File: config.mk
export PLATFORM = sky130hd
export DESIGN_NAME = game_setup_ctrl
export DESIGN_NICKNAME = d
export VERILOG_FILES = /design/src/rtl/game_setup_pkg.sv /design/src/rtl/game_setup_ctrl_level_sel_cnt.sv /design/src/rtl/game_setup_ctrl.sv
export SDC_FILE = /design/constraint.sdc
export NUM_CORES = 1
export LEC_CHECK = 0
export ABC_AREA = 1
export CELL_PAD_IN_SITES_DETAIL_PLACEMENT = 2
export CELL_PAD_IN_SITES_GLOBAL_PLACEMENT = 2
export CORE_ASPECT_RATIO = 0.75
export CORE_UTILIZATION = 28
export CTS_CLUSTER_DIAMETER = 50
export DETAILED_ROUTE_END_ITERATION = 10
export PLACE_DENSITY = 0.77
export SLEW_MARGIN = 25
export SYNTH_ARGS = -nofsm -noshare
export SYNTH_HDL_FRONTEND = slang
export SYNTH_HIERARCHICAL = 1
export SYNTH_SLANG_ARGS = --single-unit
export TNS_END_PERCENT = 100
File: constraint.sdc
create_clock -name clk -period 1.6 [get_ports clk]
set_clock_uncertainty 0.1 [all_clocks]
set_input_delay 0.16 -clock clk [delete_from_list [all_inputs] [get_ports clk]]
set_output_delay 0.16 -clock clk [all_outputs]
set_load 0.03 [all_outputs]
File: src/rtl/game_setup_pkg.sv
// Shared types and constants for the game-setup sequencer: FSM states,
// configuration bus width and the per-level parameter table.
package game_setup_pkg;

  localparam int CFG_W = 10;

  typedef enum logic [2:0] {
    ST_IDLE,
    ST_SELECT,
    ST_LD_SIZE,
    ST_LD_MINES,
    ST_LD_TIME,
    ST_GEN_WAIT,
    ST_READY
  } setup_state_t;

  typedef struct packed {
    logic [CFG_W-1:0] size;
    logic [CFG_W-1:0] mines;
    logic [CFG_W-1:0] secs;
  } level_cfg_t;

  localparam level_cfg_t EASY_CFG   = '{size: 10'd8,  mines: 10'd10, secs: 10'd300};
  localparam level_cfg_t MEDIUM_CFG = '{size: 10'd16, mines: 10'd40, secs: 10'd600};
  localparam level_cfg_t HARD_CFG   = '{size: 10'd24, mines: 10'd99, secs: 10'd900};

  // Levels outside the table read as all-zero so an oversized LEVELS is harmless.
  function automatic level_cfg_t level_params(input logic [1:0] level);
    level_cfg_t cfg;
    cfg = '0;
    case (level)
      2'd0:    cfg = EASY_CFG;
      2'd1:    cfg = MEDIUM_CFG;
      2'd2:    cfg = HARD_CFG;
      default: cfg = '0;
    endcase
    return cfg;
  endfunction

endpackage

File: src/rtl/game_setup_ctrl_level_sel_cnt.sv
// Saturating up/down level counter for the difficulty menu; counts only
// while enabled, and simultaneous up/down cancel out.
module level_sel_cnt #(
  parameter int LEVELS = 3,
  parameter int W      = 2
) (
  input  logic         clk,
  input  logic         rst_n,
  input  logic         enable,
  input  logic         up,
  input  logic         down,
  output logic [W-1:0] level
);

  localparam logic [W-1:0] MAX_LVL = W'(LEVELS - 1);

  logic [W-1:0] level_q;
  logic [W-1:0] level_d;

  always_comb begin
    level_d = level_q;
    if (enable && (up != down)) begin
      if (up && (level_q != MAX_LVL)) begin
        level_d = level_q + 1'b1;
      end else if (down && (level_q != '0)) begin
        level_d = level_q - 1'b1;
      end
    end
  end

  // NOTE: state registers use non-blocking assignments so every flop samples
  // pre-edge values regardless of process ordering.
  always_ff @(posedge clk or negedge rst_n) begin
    if (!rst_n) begin
      level_q <= '0;
    end else begin
      level_q <= level_d;
    end
  end

  assign level = level_q;

endmodule

File: src/rtl/game_setup_ctrl.sv
// Game-setup sequencer: level selection, three-step parameter load over a
// shared bus, mine-generator handshake with timeout, then hold setup_done.
module game_setup_ctrl #(
  parameter int LEVELS      = 3,
  parameter int CFG_W       = game_setup_pkg::CFG_W,
  parameter int GEN_TIMEOUT = 1023
) (
  input  logic             clk,
  input  logic             rst_n,
  input  logic             start_setup,
  input  logic             btn_up,
  input  logic             btn_down,
  input  logic             btn_confirm,
  input  logic             game_over,
  input  logic             gen_ack,
  output logic [1:0]       level_sel,
  output logic [CFG_W-1:0] cfg_data,
  output logic [2:0]       latch_en,
  output logic             gen_req,
  output logic             gen_err,
  output logic             setup_done,
  output logic             busy
);

  import game_setup_pkg::*;

  localparam int               CNT_W    = $clog2(GEN_TIMEOUT + 1);
  localparam logic [CNT_W-1:0] TMO_LAST = CNT_W'(GEN_TIMEOUT - 1);

  setup_state_t     state_q, state_d;
  logic [CNT_W-1:0] cnt_q, cnt_d;
  logic [CFG_W-1:0] cfg_data_q, cfg_data_d;
  logic [2:0]       latch_en_q, latch_en_d;
  logic             gen_req_q, gen_req_d;
  logic             gen_err_q, gen_err_d;
  logic             setup_done_q, setup_done_d;
  logic             busy_q, busy_d;
  level_cfg_t       lvl_cfg;
  logic             sel_enable;

  // Confirm freezes the level so the load uses the value shown before the press.
  assign sel_enable = (state_q == ST_SELECT) && !btn_confirm && !game_over;

  level_sel_cnt #(
    .LEVELS(LEVELS),
    .W     (2)
  ) u_level_sel_cnt (
    .clk   (clk),
    .rst_n (rst_n),
    .enable(sel_enable),
    .up    (btn_up),
    .down  (btn_down),
    .level (level_sel)
  );

  assign lvl_cfg = level_params(level_sel);

  // NOTE: every signal written here gets a default first, so no path through
  // the case statements can infer a latch.
  always_comb begin
    state_d   = state_q;
    cnt_d     = cnt_q;
    gen_err_d = 1'b0;

    case (state_q)
      ST_IDLE:     if (start_setup) state_d = ST_SELECT;
      ST_SELECT:   if (btn_confirm) state_d = ST_LD_SIZE;
      ST_LD_SIZE:  state_d = ST_LD_MINES;
      ST_LD_MINES: state_d = ST_LD_TIME;
      ST_LD_TIME: begin
        state_d = ST_GEN_WAIT;
        cnt_d   = '0;
      end
      ST_GEN_WAIT: begin
        if (gen_ack) begin
          state_d = ST_READY;
        end else if (cnt_q == TMO_LAST) begin
          state_d   = ST_SELECT;
          gen_err_d = 1'b1;
        end else begin
          cnt_d = cnt_q + 1'b1;
        end
      end
      ST_READY:    if (start_setup) state_d = ST_SELECT;
      default:     state_d = ST_IDLE;
    endcase

    if (game_over) begin
      state_d   = ST_IDLE;
      cnt_d     = '0;
      gen_err_d = 1'b0;
    end

    // Outputs are decoded from the next state so they register alongside it.
    latch_en_d   = 3'b000;
    cfg_data_d   = '0;
    case (state_d)
      ST_LD_SIZE: begin
        latch_en_d = 3'b001;
        cfg_data_d = CFG_W'(lvl_cfg.size);
      end
      ST_LD_MINES: begin
        latch_en_d = 3'b010;
        cfg_data_d = CFG_W'(lvl_cfg.mines);
      end
      ST_LD_TIME: begin
        latch_en_d = 3'b100;
        cfg_data_d = CFG_W'(lvl_cfg.secs);
      end
      default: ;
    endcase
    gen_req_d    = (state_d == ST_GEN_WAIT);
    setup_done_d = (state_d == ST_READY);
    busy_d       = (state_d != ST_IDLE) && (state_d != ST_READY);
  end

  always_ff @(posedge clk or negedge rst_n) begin
    if (!rst_n) begin
      state_q      <= ST_IDLE;
      cnt_q        <= '0;
      cfg_data_q   <= '0;
      latch_en_q   <= 3'b000;
      gen_req_q    <= 1'b0;
      gen_err_q    <= 1'b0;
      setup_done_q <= 1'b0;
      busy_q       <= 1'b0;
    end else begin
      state_q      <= state_d;
      cnt_q        <= cnt_d;
      cfg_data_q   <= cfg_data_d;
      latch_en_q   <= latch_en_d;
      gen_req_q    <= gen_req_d;
      gen_err_q    <= gen_err_d;
      setup_done_q <= setup_done_d;
      busy_q       <= busy_d;
    end
  end

  assign cfg_data   = cfg_data_q;
  assign latch_en   = latch_en_q;
  assign gen_req    = gen_req_q;
  assign gen_err    = gen_err_q;
  assign setup_done = setup_done_q;
  assign busy       = busy_q;

endmodule

==> metrics.sh <==
STATUS='finished with violations'
VIOLATIONS_IN_THE_FINAL_REPORTS='setup timing'
ROW_COUNT=24
DIODE_INSERTION_COUNT_FOR_ANTENNA_REPAIR=0
YS_FF_LATCH=31
START_KIND='flop'
AREAGROWTHSYNTHTOFINISH_PCT=65.2
DPL.HPWL_UM=4240
CP-END-KIND='flop'
WORST_SLEW_MARGIN_REL_PCT=70.5
MULTIINPUTGATEAREA_SQ_UM=1080
WIRE_LENGTH_OF_THE_FIRST_GLOBAL_ROUTING_PASS_UM=9910
VIAS=1819
MEAN_CELL_AREA_OF_THE_MAPPED_NETLIST_SQ_UM=7.95
SYNTH_SEQUENTIAL_AREA_RATIO_PCT=45.4
NUMCTSBUFFERS=5
DIEWIDTH_UM=92.2
FINAL_LAYOUT_SIZE_SUFFIX_GT1_SHARE_PCT=41.2
SYNTHESIS.AREA_SQ_UM=1710
CLOCK_SINK_COUNT=31
SETUP_TOTAL_NEGATIVE_SLACK_NS=-3.21
CLOCKROOTBUFFER='clkbuf_8'
AVERAGE_DETAILED_ROUTED_WIRE_LENGTH_PER_INSTANCE_UM=22.3
STDCELL_AREA_SQ_UM=2820
GLOBAL_ROUTE.OVERFLOW_TOTAL=0
DETAILED_ROUTE_ITER0_VIOLATIONS=81
NFILLCELLS=637
FINAL.PERIOD_UTILIZATION_PCT=113
WORSTPATHMAXFANOUT=5
TOTALPOWERFINAL_mW=3.06
FINAL_MAX_SLEW_VIOL_COUNT=0
DRTPASS1ITERATIONS=4
FINAL-SETUP-VIOL-COUNT=27
GRT_SETUP_UNREPAIRED='true'
FINAL.HOLD.WORST_SLACK_NS=0.162
POWER_PER_CELL_AREA_nW_PER_UM2=1090
DRT-VIAS-PER-INSTANCE=4.93
SYNTH_CELLS=215
START_UTIL_PCT=29.2
FP.DIEH_UM=69.7
DPL_CELL_AREA_SQ_UM=2270
PERIOD_NEEDED_NS=1.81
GRT_PASS1_VIAS=1808
DIE-AREA_SQ_UM=6420
REPORT.FINAL.HOLD_VIOL_COUNT=0
SYNTH_FP_NETS=231
POWER.IR.VDD_WORST_mV=0.330
DRV_CAP=0
CRITICAL_PATH_ARRIVAL_NS=1.93
DRT_WL_TOTAL_UM=8240
TIMING.FINAL.WS_SETUP_NS=-0.215
FLOORPLAN.IO_PINS=27
CTSLONGESTPATHBUFFERS=2
CP_DATA_REQUIRED_TIME_NS=1.71
NETS_FINAL=306
LARGEST_NET_DEGREE_AT_THE_START_OF_GLOBAL_ROUTING=32
PORT_BUFFERS=26
PLACEABLECOREAREA_SQ_UM=5860
COUNT_OF_SYNTHESIS_STAGE_WARNINGS_FROM_YOSYS=6
DRC=0
MAX_FREQ_MHz=551
PRE_CTS_SLACK_NS=-0.214
TIMING_WORST_SLEW_PIN_VALUE_NS=0.442
GP_CONGESTION=0.813
DRT_ANTENNA_NET_COUNT=0
CLK_PIN_SLEW_NS=0.08
TIMING.SETUP.CRITICAL_PATH_CLASS='reg -> reg'
CTS.HTREE.LEVELS=2
SYNTH_CELL_TYPE_COUNT=24
TRACK_USAGE_PCT=20.6
CTS_TREE='built'
P_LEAK_nW=1.32
CLK-INSERTION-DELAY-LATE_NS=0.30
ANTENNA_FOUND_INITIAL=0
LAYOUT.AREA.SEQ_SQ_UM=779
HP-CLASS='in -> async'
[cell type report]
class | instances | share of cell area (%)
multi-input cells | 150 | 38.3
inverters | 33 | 4.57
clock buffers | 6 | 2.93
flip-flops and latches | 31 | 27.6
well taps | 78 | 3.46
clock inverters | 2 | 1.24
repair buffers | 69 | 21.9
[per-stage QoR]
stage	instances	utilization (%)
floorplan	215	-
global placement	345	38.8
detailed placement	345	38.8
CTS	355	42.3
global route	369	48.2
finish	369	48.2
[synth_stat cells]
library cell / n / area [sq um]
nand3_2: 2 / 20.0
nand2_1: 50 / 188
inv_1: 30 / 113
buf_4: 1 / 7.51
a21oi_2: 1 / 8.76
o31ai_1: 1 / 7.51
a21oi_1: 5 / 25.0
dfrtp_1: 31 / 776
nand3_1: 20 / 100
nor3_1: 4 / 20.0
nand2_2: 7 / 43.8
nor2_4: 3 / 33.8
nor2_1: 19 / 71.3
o21ai_1: 2 / 10.0
inv_2: 3 / 11.3
or2_1: 1 / 6.26
nor2_2: 4 / 25.0
o21ai_0: 10 / 50.1
ha_1: 8 / 100
xor2_1: 5 / 43.8
o21bai_1: 1 / 7.51
and3_1: 1 / 6.26
clkbuf_1: 1 / 3.75
nand4_1: 5 / 31.3
[worst max-delay path: stages, from the launching register on]
cell and delay (ns):
dfrtp_1 0.40, inv_2 0.09, ha_4 0.15, nand3_4 0.06, nor2_4 0.13, nand2_2 0.09, nand2_2 0.10, a21oi_4 0.09
buf_6 0.14, nor2_4 0.16, nand2_1 0.12, o21ai_2 0.10
[cell usage in the layout, fill, tap and decap left out, types with 2 or more instances in the layout]
cell type / count
nand2_1: 39
buf_4: 34
dfrtp_1: 28
inv_1: 26
clkdlybuf4s50_1: 23
nor2_1: 12
nand2_2: 11
nand3_1: 11
buf_6: 9
nor2_4: 8
nand2_4: 7
nand3_2: 7
nor2_2: 7
ha_1: 6
clkbuf_8: 6
nand4_1: 5
inv_2: 5
o21ai_1: 5
xor2_1: 5
nand3_4: 4
o21ai_2: 4
a21oi_4: 3
nor3_2: 3
o21ai_0: 3
dfrtp_2: 3
inv_4: 2
a21oi_1: 2
ha_4: 2
dlygate4sd2_1: 2
[sequential cells by signal, summed over array words and instances, names as in the netlist]
register and cells:
u_level_sel_cnt/level 2, busy 1, cnt_q 10, latch_en 3, gen_err 1, gen_req 1
setup_done 1, state_q 3, cfg_data 9
[final timing paths]
| path | from | to | slack (ns) | depth (start not counted) |
|---|---|---|---|---|
| setup / recovery | cnt_q[0]$_DFFE_PN0P_ | cnt_q[0]$_DFFE_PN0P_ | -0.21 | 11 |
| hold / removal | rst_n | cfg_data[0]$_DFF_PN0_ | 0.16 | 2 |
| setup reg to reg | cnt_q[0]$_DFFE_PN0P_ | cnt_q[0]$_DFFE_PN0P_ | -0.21 | 11 |
| hold reg to reg | cnt_q[1]$_DFFE_PN0P_ | cnt_q[1]$_DFFE_PN0P_ | 0.51 | 2 |
| max in group asynchronous | rst_n | state_q[2]$_DFF_PN0_ | 0.90 | 2 |
| min in group clk | cnt_q[1]$_DFFE_PN0P_ | cnt_q[1]$_DFFE_PN0P_ | 0.51 | 2 |
[per-layer routing]
metal | vias up | track usage, % | wire length, um
met5 | - | 0 | 0
met4 | 0 | 6.25 | 184
met3 | 14 | 4.17 | 305
met2 | 54 | 32.8 | 3970
met1 | 920 | 28.2 | 3770
li1 | 831 | - | -
[logic make-up after synthesis]
| family | count (synthesis) | share of synthesized area [%] |
|---|---|---|
| simple gates | 116 | 31.9 |
| compound gates | 20 | 6.37 |
| flops | 31 | 45.4 |
| fa+ha+maj | 8 | 5.86 |
| buf+inv | 35 | 7.91 |
| xor+xnor | 5 | 2.56 |
[power breakdown]
part	switching, mW	internal [mW]	total, mW
clock	0.346	0.504	0.850
combinational	0.780	0.480	1.26
sequential	0.0937	0.861	0.955
[timing repair]
item | 4_1_cts | 5_1_grt
buffers inserted | 1 | 15
pin swaps | 7 | 22
hold buffers | 0 | 0
cloned | 1 | 0
gates resized for setup | 25 | 64
endpoints found under the hold margin | 0 | 0
setup endpoints to repair | 21 | 28
No activity file was read; power rests on OpenSTA's default activity.
